## config.mk

```make
export PLATFORM = sky130hd
export DESIGN_NAME = splitter_1_ip_4_op_flat
export DESIGN_NICKNAME = d
export VERILOG_FILES = /design/src/rtl/snn_noc_pkg.sv /design/src/rtl/splitter_1_ip_4_op_if.sv /design/src/rtl/sync_fifo.sv /design/src/rtl/splitter_1_ip_4_op.sv /design/src/flat_wrapper.sv
export SDC_FILE = /design/constraint.sdc
export NUM_CORES = 1
export LEC_CHECK = 0
export ABC_AREA = 1
export BUFFER_PORTS_ARGS = -buffer_cell sky130_fd_sc_hd__buf_2
export CORE_ASPECT_RATIO = 0.5
export CORE_MARGIN = 5
export CORE_UTILIZATION = 50
export CTS_BUF_LIST = sky130_fd_sc_hd__clkbuf_4 sky130_fd_sc_hd__clkbuf_8
export CTS_CLUSTER_SIZE = 10
export DETAILED_ROUTE_END_ITERATION = 12
export PLACE_DENSITY_LB_ADDON = 0.15
export SYNTH_ARGS = -nofsm -noshare
export SYNTH_HDL_FRONTEND = slang
export SYNTH_HIERARCHICAL = 1
export SYNTH_SLANG_ARGS = --single-unit
```

## constraint.sdc

```tcl
create_clock -name clk -period 8.1 [get_ports clk]
set_clock_uncertainty 0.2 [all_clocks]
set_input_delay 1.215 -clock clk [delete_from_list [all_inputs] [get_ports clk]]
set_output_delay 1.215 -clock clk [all_outputs]
set_load 0.03 [all_outputs]
```

## src/rtl/snn_noc_pkg.sv

```systemverilog
// Shared NoC definitions: port count, destination field width and decode.
// Pure declarations, no latency or backpressure of its own.
package snn_noc_pkg;
    localparam int NUM_PORTS = 4;
    localparam int DEST_W    = 2;
    localparam int PKT_W     = 32;
    localparam int CNT_W     = 8;

    typedef logic [DEST_W-1:0] port_id_t;

    function automatic port_id_t dest_of(input logic [PKT_W-1:0] pkt);
        return pkt[PKT_W-1 -: DEST_W];
    endfunction
endpackage

```

## src/rtl/splitter_1_ip_4_op_if.sv

```systemverilog
// Packet-in / four-ports-out valid-ready bundle for the splitter.
// Master drives in_* and out_ready; slave (the splitter) drives the rest.
interface splitter_1_ip_4_op_if
    import snn_noc_pkg::*;
#(
    parameter int WIDTH = PKT_W
);
    logic                          in_valid;
    logic                          in_ready;
    logic [WIDTH-1:0]              in_data;
    logic [NUM_PORTS-1:0]          out_valid;
    logic [NUM_PORTS-1:0]          out_ready;
    logic [NUM_PORTS*WIDTH-1:0]    out_data;
    logic [NUM_PORTS*CNT_W-1:0]    port_count;

    modport master (
        output in_valid, in_data, out_ready,
        input  in_ready, out_valid, out_data, port_count
    );

    modport slave (
        input  in_valid, in_data, out_ready,
        output in_ready, out_valid, out_data, port_count
    );
endinterface

```

## src/rtl/sync_fifo.sv

```systemverilog
// Circular-buffer FIFO, registered write, head visible the cycle after a write.
// Caller must not write when full unless popping, nor read when empty.
module sync_fifo #(
    parameter int WIDTH = 32,
    parameter int DEPTH = 4
) (
    input  logic             clk,
    input  logic             reset,
    input  logic             wr_en,
    input  logic [WIDTH-1:0] wr_data,
    input  logic             rd_en,
    output logic [WIDTH-1:0] rd_data,
    output logic             full,
    output logic             empty
);
    localparam int AW = $clog2(DEPTH);

    logic [AW:0]      wr_ptr_q, wr_ptr_d;
    logic [AW:0]      rd_ptr_q, rd_ptr_d;
    logic [WIDTH-1:0] mem_q [DEPTH];
    logic [WIDTH-1:0] mem_d [DEPTH];

    always_comb begin
        mem_d    = mem_q;
        wr_ptr_d = wr_ptr_q;
        rd_ptr_d = rd_ptr_q;
        if (wr_en) begin
            mem_d[wr_ptr_q[AW-1:0]] = wr_data;
            wr_ptr_d                = wr_ptr_q + (AW+1)'(1);
        end
        if (rd_en) begin
            rd_ptr_d = rd_ptr_q + (AW+1)'(1);
        end
    end

    // Extra pointer MSB tells a full buffer apart from an empty one.
    always_comb begin
        empty   = (wr_ptr_q == rd_ptr_q);
        full    = (wr_ptr_q[AW] != rd_ptr_q[AW]) &&
                  (wr_ptr_q[AW-1:0] == rd_ptr_q[AW-1:0]);
        rd_data = empty ? '0 : mem_q[rd_ptr_q[AW-1:0]];
    end

    always_ff @(posedge clk or posedge reset) begin
        if (reset) begin
            wr_ptr_q <= '0;
            rd_ptr_q <= '0;
            for (int i = 0; i < DEPTH; i++) begin
                mem_q[i] <= '0;
            end
        end else begin
            wr_ptr_q <= wr_ptr_d;
            rd_ptr_q <= rd_ptr_d;
            mem_q    <= mem_d;
        end
    end
endmodule

```

## src/rtl/splitter_1_ip_4_op.sv

```systemverilog
// Routes each packet by its top 2 bits to one of 4 output FIFOs; 2 cycles in-to-out, 1 pkt/cycle.
// Input stalls only when the FIFO of the packet held in the input register is full and not popping.
module splitter_1_ip_4_op
    import snn_noc_pkg::*;
#(
    parameter int WIDTH = PKT_W,
    parameter int DEPTH = 4
) (
    input  logic                  clk,
    input  logic                  reset,
    splitter_1_ip_4_op_if.slave   bus
);
    logic                 ir_vld_q, ir_vld_d;
    logic [WIDTH-1:0]     ir_dat_q, ir_dat_d;
    logic [CNT_W-1:0]     cnt_q [NUM_PORTS];
    logic [CNT_W-1:0]     cnt_d [NUM_PORTS];

    port_id_t             ir_dest;
    logic                 ir_move;
    logic                 accept;
    logic [NUM_PORTS-1:0] fifo_full;
    logic [NUM_PORTS-1:0] fifo_empty;
    logic [NUM_PORTS-1:0] fifo_wr;
    logic [NUM_PORTS-1:0] pop;
    logic [NUM_PORTS-1:0] can_write;
    logic [WIDTH-1:0]     fifo_rd_dat [NUM_PORTS];

    // A full FIFO still takes a write on the same edge it is popped.
    always_comb begin
        ir_dest   = dest_of(ir_dat_q);
        pop       = ~fifo_empty & bus.out_ready;
        can_write = ~fifo_full | pop;
        ir_move   = ir_vld_q && can_write[ir_dest];
        accept    = bus.in_valid && (!ir_vld_q || ir_move);
        fifo_wr   = '0;
        if (ir_move) begin
            fifo_wr[ir_dest] = 1'b1;
        end
        ir_vld_d  = accept || (ir_vld_q && !ir_move);
        ir_dat_d  = accept ? bus.in_data : ir_dat_q;
        for (int p = 0; p < NUM_PORTS; p++) begin
            cnt_d[p] = cnt_q[p] + CNT_W'(pop[p]);
        end
    end

    always_comb begin
        bus.in_ready   = !ir_vld_q || ir_move;
        bus.out_valid  = ~fifo_empty;
        bus.out_data   = '0;
        bus.port_count = '0;
        for (int p = 0; p < NUM_PORTS; p++) begin
            bus.out_data[p*WIDTH +: WIDTH]   = fifo_rd_dat[p];
            bus.port_count[p*CNT_W +: CNT_W] = cnt_q[p];
        end
    end

    always_ff @(posedge clk or posedge reset) begin
        if (reset) begin
            ir_vld_q <= 1'b0;
            ir_dat_q <= '0;
            for (int p = 0; p < NUM_PORTS; p++) begin
                cnt_q[p] <= '0;
            end
        end else begin
            ir_vld_q <= ir_vld_d;
            ir_dat_q <= ir_dat_d;
            cnt_q    <= cnt_d;
        end
    end

    for (genvar p = 0; p < NUM_PORTS; p++) begin : g_port
        sync_fifo #(
            .WIDTH (WIDTH),
            .DEPTH (DEPTH)
        ) u_fifo (
            .clk     (clk),
            .reset   (reset),
            .wr_en   (fifo_wr[p]),
            .wr_data (ir_dat_q),
            .rd_en   (pop[p]),
            .rd_data (fifo_rd_dat[p]),
            .full    (fifo_full[p]),
            .empty   (fifo_empty[p])
        );
    end
endmodule

```

## src/flat_wrapper.sv

```systemverilog
// flat-port wrapper written by rule: the top's interface ports become plain ports
module splitter_1_ip_4_op_flat import snn_noc_pkg::*;
#(
    parameter int WIDTH = PKT_W,
    parameter int DEPTH = 4
)
  (clk, reset, bus_in_valid, bus_in_data, bus_out_ready, bus_in_ready, bus_out_valid, bus_out_data, bus_port_count);
  splitter_1_ip_4_op_if #(.WIDTH(WIDTH)) bus_i ();
  input  logic clk;
  input  logic reset;
  input wire logic [$bits(bus_i.in_valid)-1:0] bus_in_valid;
  input wire logic [$bits(bus_i.in_data)-1:0] bus_in_data;
  input wire logic [$bits(bus_i.out_ready)-1:0] bus_out_ready;
  output wire logic [$bits(bus_i.in_ready)-1:0] bus_in_ready;
  output wire logic [$bits(bus_i.out_valid)-1:0] bus_out_valid;
  output wire logic [$bits(bus_i.out_data)-1:0] bus_out_data;
  output wire logic [$bits(bus_i.port_count)-1:0] bus_port_count;
  assign bus_i.in_valid = bus_in_valid;
  assign bus_i.in_data = bus_in_data;
  assign bus_i.out_ready = bus_out_ready;
  assign bus_in_ready = bus_i.in_ready;
  assign bus_out_valid = bus_i.out_valid;
  assign bus_out_data = bus_i.out_data;
  assign bus_port_count = bus_i.port_count;
  splitter_1_ip_4_op #(.WIDTH(WIDTH), .DEPTH(DEPTH)) u_core (.clk(clk), .reset(reset), .bus(bus_i));
endmodule
```

==> run_summary.xml, run 1 <==
<?xml version="1.0" encoding="UTF-8"?>
<metrics>
  <group name="run_status">
    <metric name="run_status" unit="">finished clean</metric>
  </group>
  <group name="sta">
    <metric name="slew-limit-headroom" unit="%">21.97</metric>
    <metric name="postLayoutSetupSlackWorst" unit="ns">2.893</metric>
    <metric name="finalHoldViolCount" unit="">0</metric>
    <metric name="hold_slack_final" unit="ns">0.2634</metric>
    <metric name="timing_max_transition_violations_final" unit="">0</metric>
    <metric name="timing_worst_slew_pin_value" unit="ns">1.166</metric>
    <metric name="finalSetupViolations" unit="">0</metric>
    <metric name="setup-tns-final" unit="ns">0</metric>
    <metric name="final.min_clock_period" unit="ns">5.207</metric>
    <metric name="grt_setup_unrepaired" unit="">false</metric>
    <metric name="final_min_period_over_clock_period" unit="%">64.29</metric>
    <metric name="max_freq" unit="MHz">192.0</metric>
  </group>
  <group name="global_routing">
    <metric name="grt.overflow.total" unit="">0</metric>
    <metric name="grt_pass1_vias" unit="">22880</metric>
    <metric name="grt_first_pass_wirelength" unit="mm">123.9</metric>
    <metric name="grt_start_max_net_pins" unit="">87</metric>
    <metric name="antenna_violations_before_repair" unit="">0</metric>
    <metric name="grt_util_all_layers" unit="%">23.88</metric>
  </group>
  <group name="route">
    <metric name="ant_nets" unit="">0</metric>
    <metric name="routed_wire_length_per_instance" unit="µm">15.56</metric>
    <metric name="drt_first_iter_violations" unit="">1898</metric>
    <metric name="drt_drc_violations_left" unit="">0</metric>
    <metric name="drt_wl_total" unit="mm">77.37</metric>
    <metric name="drtPass1Iterations" unit="">5</metric>
    <metric name="via_count" unit="">24130</metric>
    <metric name="detail_route.vias_per_cell" unit="">4.852</metric>
  </group>
  <group name="synthesis">
    <metric name="ys_warn_count" unit="">6</metric>
    <metric name="seq_area_frac_synth" unit="%">50.18</metric>
    <metric name="synth.distinct_cells" unit="">26</metric>
    <metric name="synthesis.area_per_instance" unit="µm²">7.512</metric>
    <metric name="ys_ff_latch" unit="">601</metric>
    <metric name="net_count_of_the_mapped_netlist" unit="">4057</metric>
    <metric name="synth_cells" unit="">3990</metric>
    <metric name="synth_area" unit="mm²">0.02997</metric>
  </group>
  <group name="floorplan">
    <metric name="floorplan.core_area" unit="mm²">0.05928</metric>
    <metric name="pin_count" unit="">204</metric>
    <metric name="dieWidth" unit="µm">356.2</metric>
    <metric name="start_util" unit="%">50.56</metric>
    <metric name="rows" unit="">63</metric>
    <metric name="design.die.area" unit="mm²">0.06524</metric>
    <metric name="die_h" unit="µm">183.1</metric>
  </group>
  <group name="worst_setup_path">
    <metric name="critical_path.endpoint_type" unit="">primary output</metric>
    <metric name="reg2regPathDepth" unit="">14</metric>
    <metric name="worstPathMaxFanout" unit="">67</metric>
    <metric name="critical_path.startpoint" unit="">u_core/g_port[3].u_fifo/rd_ptr_q[0]</metric>
    <metric name="criticalPathCategory" unit="">flop to primary output</metric>
    <metric name="critPathArrivalTime" unit="ns">3.79</metric>
    <metric name="cp-start-kind" unit="">flop</metric>
    <metric name="timing.reg2reg.setup_slack" unit="ns">3.36</metric>
    <metric name="worst_r2r_startpoint" unit="">u_core/g_port[3].u_fifo/rd_ptr_q[0]</metric>
    <metric name="critPathRequiredTime" unit="ns">6.68</metric>
    <metric name="timing.rr.end" unit="">u_core/g_port[2].u_fifo/mem_q[64]</metric>
  </group>
  <group name="clock_network">
    <metric name="clkLatencyLatePin" unit="ns">0.66</metric>
    <metric name="cts_max_level" unit="">3</metric>
    <metric name="cts_hold_buf" unit="">0</metric>
    <metric name="clock-root-buffer" unit="">clkbuf_8</metric>
    <metric name="clk_pin_slew" unit="ns">0.07</metric>
    <metric name="tritoncts" unit="">done</metric>
    <metric name="cts_sinks" unit="">601</metric>
    <metric name="cts-resized-gates" unit="">0</metric>
    <metric name="cts.path.max_buffers" unit="">3</metric>
    <metric name="postCtsSetupBuffers" unit="">0</metric>
    <metric name="cts_inserted_buffers" unit="">89</metric>
  </group>
  <group name="placement">
    <metric name="buffer_ports.inserted" unit="">203</metric>
    <metric name="place.gp.congestion" unit="">0.7832</metric>
    <metric name="pre_cts_ws" unit="ns">3.404</metric>
    <metric name="postPlaceCellArea" unit="mm²">0.03082</metric>
    <metric name="detailedPlacementHpwl" unit="mm">46.29</metric>
  </group>
  <group name="final_layout">
    <metric name="postLayoutCellArea" unit="mm²">0.03263</metric>
    <metric name="final_net_count" unit="">4170</metric>
    <metric name="utilization" unit="%">55.05</metric>
    <metric name="area_growth" unit="%">8.879</metric>
    <metric name="fraction_of_final_layout_cells_sized_beyond_drive_strength_1" unit="%">10.21</metric>
    <metric name="ant_diodes" unit="">0</metric>
  </group>
  <group name="worst_hold_path">
    <metric name="min_delay_path_depth" unit="">1</metric>
    <metric name="worstHoldEndpoint" unit="">u_core/bus.port_count[7]</metric>
    <metric name="worstHoldStart" unit="">u_core/bus.port_count[7]</metric>
    <metric name="hold_path.class" unit="">flop to flop</metric>
  </group>
  <group name="flow_run">
    <metric name="drv.max_cap_violation_count" unit="">0</metric>
  </group>
  <group name="power_and_ir_drop">
    <metric name="cell_leakage_power" unit="nW">18.46</metric>
    <metric name="vdd_drop_max" unit="V">0.0002429</metric>
    <metric name="powerDensity" unit="mW/mm²">472.2</metric>
  </group>
</metrics>
[critical path, cell delays in order (launching register included)]
cell	delay (ns)
dfrtp_2	0.37
buf_4	0.64
nand2_1	0.11
nand2_1	0.16
nand3_4	0.43
inv_2	0.13
inv_1	0.05
nand2_1	0.22
nand2_1	0.13
nand2_1	0.08
nand2_1	0.07
nor2_2	0.13
nand2_4	0.25
buf_2	0.28
[routing by layer]
metal,GRT usage (%),vias to the layer above,wire (µm)
met4,5.848,0,1526
li1,-,12150,-
met5,0,-,0
met2,39.58,579,36140
met3,3.369,96,3727
met1,33.62,11310,35980
[placed cells by master, fill, tap and decap left out, types with 2 or more instances in the layout]
cell type	instances
nand2_1	1420
inv_1	812
dfrtp_1	597
o21ai_0	391
nand3_1	296
buf_2	203
o21ai_1	130
clkbuf_8	112
clkbuf_4	32
xor2_1	30
buf_4	29
ha_1	28
nand2_2	19
nor2_1	14
xnor2_1	9
inv_4	7
inv_2	6
nor3_1	5
clkinv_2	4
dfrtp_2	4
nand3_2	3
nand2_4	2
nand4_1	2
a21oi_1	2
[synthesized netlist by cell type]
| library cell | number | area [µm²] |
|---|---|---|
| inv_4 | 3 | 18.77 |
| nand4_1 | 2 | 12.51 |
| inv_1 | 817 | 3067 |
| xor2_1 | 30 | 262.8 |
| nand2_1 | 1424 | 5345 |
| buf_4 | 25 | 187.7 |
| buf_6 | 58 | 653.1 |
| nor2_1 | 14 | 52.55 |
| nor3_1 | 5 | 25.02 |
| nand3_4 | 1 | 17.52 |
| ha_1 | 28 | 350.3 |
| a21oi_1 | 2 | 10.01 |
| nand3_2 | 3 | 30.03 |
| clkbuf_1 | 37 | 138.9 |
| xnor2_1 | 9 | 78.83 |
| nor2_2 | 1 | 6.260 |
| o21ai_0 | 391 | 1957 |
| o21ai_1 | 130 | 650.6 |
| dfrtp_1 | 601 | 15040 |
| nand2_4 | 2 | 22.52 |
| buf_2 | 82 | 410.4 |
| nand3_1 | 296 | 1481 |
| nand2_2 | 15 | 93.84 |
| buf_1 | 2 | 7.510 |
| clkbuf_2 | 6 | 30.03 |
| inv_2 | 6 | 22.52 |
[flip-flops by register name, summed over array words and instances, names as in the netlist]
register	count
u_core/ir_vld_q	1
u_core/g_port.u_fifo/rd_ptr_q	12
u_core/ir_dat_q	32
u_core/g_port.u_fifo/mem_q	512
u_core/bus.port_count	32
u_core/g_port.u_fifo/wr_ptr_q	12
[per-stage QoR]
stage | instances | total power [W]
2_1_floorplan | 3990 | 0.01090
3_3_place_gp | 4824 | 0.01281
3_5_place_dp | 4824 | 0.01297
4_1_cts | 4973 | 0.01556
5_1_grt | 4973 | 0.01675
6_report | 4973 | 0.01541
[kinds of logic after synthesis]
kind of cell    after synthesis  synth area share (%)
compound gates              523                 8.733
xor+xnor                     39                 1.140
fa+ha+maj                    28                 1.169
buf+inv                    1036                 15.13
flops                       601                 50.18
simple gates               1763                 23.65
[final cells by class]
| class | instances | area (µm²) |
|---|---|---|
| inverter | 826 | 3119 |
| tap | 812 | 1016 |
| sequential | 601 | 15040 |
| clock buffer | 144 | 1782 |
| fill | 5840 | 26640 |
| timing repair buffer | 232 | 1234 |
| multi-input combinational | 2353 | 10410 |
| clock inverter | 5 | 31.28 |
[power breakdown]
part	switching [W]	total (W)	leakage (nW)	internal (W)
clock	0.00116	0.00254	0.969	0.00138
sequential	0.00109	0.00532	7.75	0.00424
combinational	0.00531	0.00755	9.74	0.00224
[worst max path at each step]
stage                                               endpoint  slack, ns
after global routing                            bus_in_ready       2.58
final                                           bus_in_ready       2.89
after CTS                                       bus_in_ready       2.84
after detailed placement  u_core/g_port[2].u_fifo/mem_q[104]       3.40
after floorplan             u_core/g_port[0].u_fifo/mem_q[0]       3.10
after global placement     u_core/g_port[0].u_fifo/mem_q[55]       3.49
(Power assumes the default switching activity.)
==> run 2: changes to the inputs <==
clock period = 5.1 ns   (was 8.1 ns; I/O delays follow)
==> run 2 against run 1 <==
Sequential share of layout area fell by 0.61 points. Register-to-register slack worse by 2.3 ns. Combinational power rose by 62%. Critical path type is now flop to flop. Critical endpoint is now u_core/g_port[2].u_fifo/mem_q[30]. Critical path depth is 2 higher. Largest cell class unchanged. Clock power grew 67%. Final area rose by 1.3%. Global-route usage rose by 0.40 points. Worst setup slack got worse by 1.8 ns. Clock-buffer cell count up 7. Flip-flop and latch count is the same.
==> run_summary.xml, run 2 (synthesis results as in run 1) <==
<?xml version="1.0" encoding="UTF-8"?>
<metrics>
  <group name="clock_network">
    <metric name="cts_inserted_buffers" unit="">89</metric>
    <metric name="cts_hold_buf" unit="">0</metric>
    <metric name="cts-resized-gates" unit="">0</metric>
    <metric name="cts.path.max_buffers" unit="">3</metric>
    <metric name="tritoncts" unit="">done</metric>
    <metric name="cts_sinks" unit="">601</metric>
    <metric name="clkLatencyLatePin" unit="ns">0.68</metric>
    <metric name="postCtsSetupBuffers" unit="">0</metric>
    <metric name="clk_pin_slew" unit="ns">0.07</metric>
    <metric name="cts_max_level" unit="">3</metric>
    <metric name="clock-root-buffer" unit="">clkbuf_8</metric>
  </group>
  <group name="power_and_ir_drop">
    <metric name="cell_leakage_power" unit="nW">18.70</metric>
    <metric name="powerDensity" unit="mW/mm²">749.8</metric>
    <metric name="power" unit="W">0.02479</metric>
    <metric name="vdd_drop_max" unit="V">0.0003939</metric>
  </group>
  <group name="final_layout">
    <metric name="most-common-layout-cells" unit="">nand2_1, inv_1, dfrtp_1</metric>
    <metric name="fraction_of_final_layout_cells_sized_beyond_drive_strength_1" unit="%">11.01</metric>
    <metric name="largest_register" unit="">u_core/g_port.u_fifo/mem_q</metric>
    <metric name="final_net_count" unit="">4194</metric>
    <metric name="area_growth" unit="%">10.34</metric>
    <metric name="utilization" unit="%">55.79</metric>
    <metric name="n_fill_cell" unit="">5807</metric>
    <metric name="ant_diodes" unit="">0</metric>
    <metric name="largest_reg_flops" unit="">512</metric>
    <metric name="mostFrequentLayoutCell" unit="">nand2_1</metric>
    <metric name="postLayoutCellArea" unit="mm²">0.03307</metric>
  </group>
  <group name="floorplan">
    <metric name="design.die.area" unit="mm²">0.06524</metric>
    <metric name="die_h" unit="µm">183.1</metric>
    <metric name="start_util" unit="%">50.56</metric>
    <metric name="dieWidth" unit="µm">356.2</metric>
    <metric name="rows" unit="">63</metric>
    <metric name="pin_count" unit="">204</metric>
    <metric name="floorplan.core_area" unit="mm²">0.05928</metric>
  </group>
  <group name="sta">
    <metric name="grt_setup_unrepaired" unit="">false</metric>
    <metric name="finalHoldViolCount" unit="">0</metric>
    <metric name="max_freq" unit="MHz">249.2</metric>
    <metric name="timing_max_transition_violations_final" unit="">0</metric>
    <metric name="hold_slack_final" unit="ns">0.08230</metric>
    <metric name="final_min_period_over_clock_period" unit="%">78.67</metric>
    <metric name="final.min_clock_period" unit="ns">4.012</metric>
    <metric name="timing_worst_slew_pin_value" unit="ns">1.073</metric>
    <metric name="slew-limit-headroom" unit="%">27.88</metric>
    <metric name="finalSetupViolations" unit="">0</metric>
    <metric name="setup-tns-final" unit="ns">0</metric>
  </group>
  <group name="route">
    <metric name="drtPass1Iterations" unit="">5</metric>
    <metric name="detail_route.vias_per_cell" unit="">4.850</metric>
    <metric name="routed_wire_length_per_instance" unit="µm">15.56</metric>
    <metric name="drt_wl_total" unit="mm">77.96</metric>
    <metric name="drt_first_iter_violations" unit="">2060</metric>
    <metric name="drt_drc_violations_left" unit="">0</metric>
    <metric name="ant_nets" unit="">0</metric>
    <metric name="via_count" unit="">24300</metric>
  </group>
  <group name="global_routing">
    <metric name="grt_util_all_layers" unit="%">24.28</metric>
    <metric name="grt_first_pass_wirelength" unit="mm">126.5</metric>
    <metric name="grt.overflow.total" unit="">0</metric>
    <metric name="grt_pass1_vias" unit="">23580</metric>
    <metric name="antenna_violations_before_repair" unit="">0</metric>
    <metric name="grt_start_max_net_pins" unit="">135</metric>
  </group>
  <group name="worst_setup_path">
    <metric name="critical_path.endpoint_type" unit="">flop</metric>
    <metric name="critPathRequiredTime" unit="ns">5.47</metric>
    <metric name="criticalPathCategory" unit="">flop to flop</metric>
    <metric name="critPathArrivalTime" unit="ns">4.38</metric>
    <metric name="worstPathMaxFanout" unit="">37</metric>
    <metric name="cp-start-kind" unit="">flop</metric>
  </group>
  <group name="run_status">
    <metric name="run_status" unit="">finished clean</metric>
  </group>
  <group name="placement">
    <metric name="postPlaceCellArea" unit="mm²">0.03111</metric>
    <metric name="place.gp.congestion" unit="">0.7952</metric>
    <metric name="buffer_ports.inserted" unit="">203</metric>
    <metric name="detailedPlacementHpwl" unit="mm">47.88</metric>
  </group>
  <group name="flow_run">
    <metric name="drv.max_cap_violation_count" unit="">0</metric>
  </group>
  <group name="worst_hold_path">
    <metric name="hold_path.class" unit="">input pin to asynchronous set/reset pin</metric>
  </group>
</metrics>
run 2: cell types whose count changed in the layout (fill, tap and decap cells not counted), sizes merged:
| cell | before | now |
|---|---|---|
| clkbuf | 144 | 151 |
| inv | 826 | 825 |
| bufinv | 0 | 1 |
| buf | 232 | 256 |
| clkinvlp | 1 | 2 |
| clkinv | 4 | 9 |
run 2: layout make-up:
| class | instances | area, µm² | share of cell area [%] |
|---|---|---|---|
| Clock buffer | 151 | 1872 | 5.660 |
| Multi-Input combinational cell | 2353 | 10410 | 31.47 |
| Tap cell | 812 | 1016 | 3.072 |
| Inverter | 826 | 3119 | 9.432 |
| Sequential cell | 601 | 15040 | 45.49 |
| Clock inverter | 11 | 85.08 | 0.2573 |
| Timing Repair Buffer | 256 | 1526 | 4.616 |
run 2: report_power, final:
part | total, W | internal, W | switching (W)
combinational | 0.0122 | 0.00364 | 0.00854
sequential | 0.00836 | 0.00673 | 0.00164
clock | 0.00425 | 0.00236 | 0.00190
total | 0.0248 | 0.0127 | 0.0121
run 2: layer usage:
metal / share of wire, % / GRT usage (%)
met1: 46 / 33.77
met2: 47 / 40.40
met3: 4.6 / 3.468
met4: 2.3 / 6.505
met5: 0 / 0
run 2: path summary, 6_finish.rpt:
path / startpoint / to / slack [ns] / cells past startpoint
worst max-delay path: u_core/g_port[0].u_fifo/rd_ptr_q[1] / u_core/g_port[2].u_fifo/mem_q[30] / 1.09 / 15
worst min-delay path: reset / u_core/g_port[0].u_fifo/mem_q[55] / 0.08 / 2
worst max register to register: u_core/g_port[0].u_fifo/rd_ptr_q[1] / u_core/g_port[2].u_fifo/mem_q[30] / 1.09 / 15
worst min register to register: u_core/bus.port_count[7] / u_core/bus.port_count[7] / 0.27 / 1
max in group asynchronous: reset / u_core/g_port[1].u_fifo/mem_q[6] / 3.46 / 3
min in group clk: bus_in_data[4] / u_core/ir_dat_q[4] / 0.12 / 3
run 2: critical path: stages, from the launching register on:
cell     delay, ns
dfrtp_1       0.55
inv_4         0.04
nand2_1       0.07
nand2_2       0.06
nand3_2       0.06
inv_1         0.04
inv_1         0.05
nand2_1       0.07
nand2_1       0.18
nand2_1       0.07
nand2_1       0.13
o21ai_0       0.16
nor3_1        0.84
nand2_2       0.72
buf_4         0.42
o21ai_0       0.22
run 2: stage by stage:
stage | instances | setup WS, ns
floorplan | 3990 | 0.5522
global placement | 4848 | 1.260
detailed placement | 4848 | 1.173
CTS | 5010 | 1.147
global route | 5010 | 0.7238
finish | 5010 | 1.088
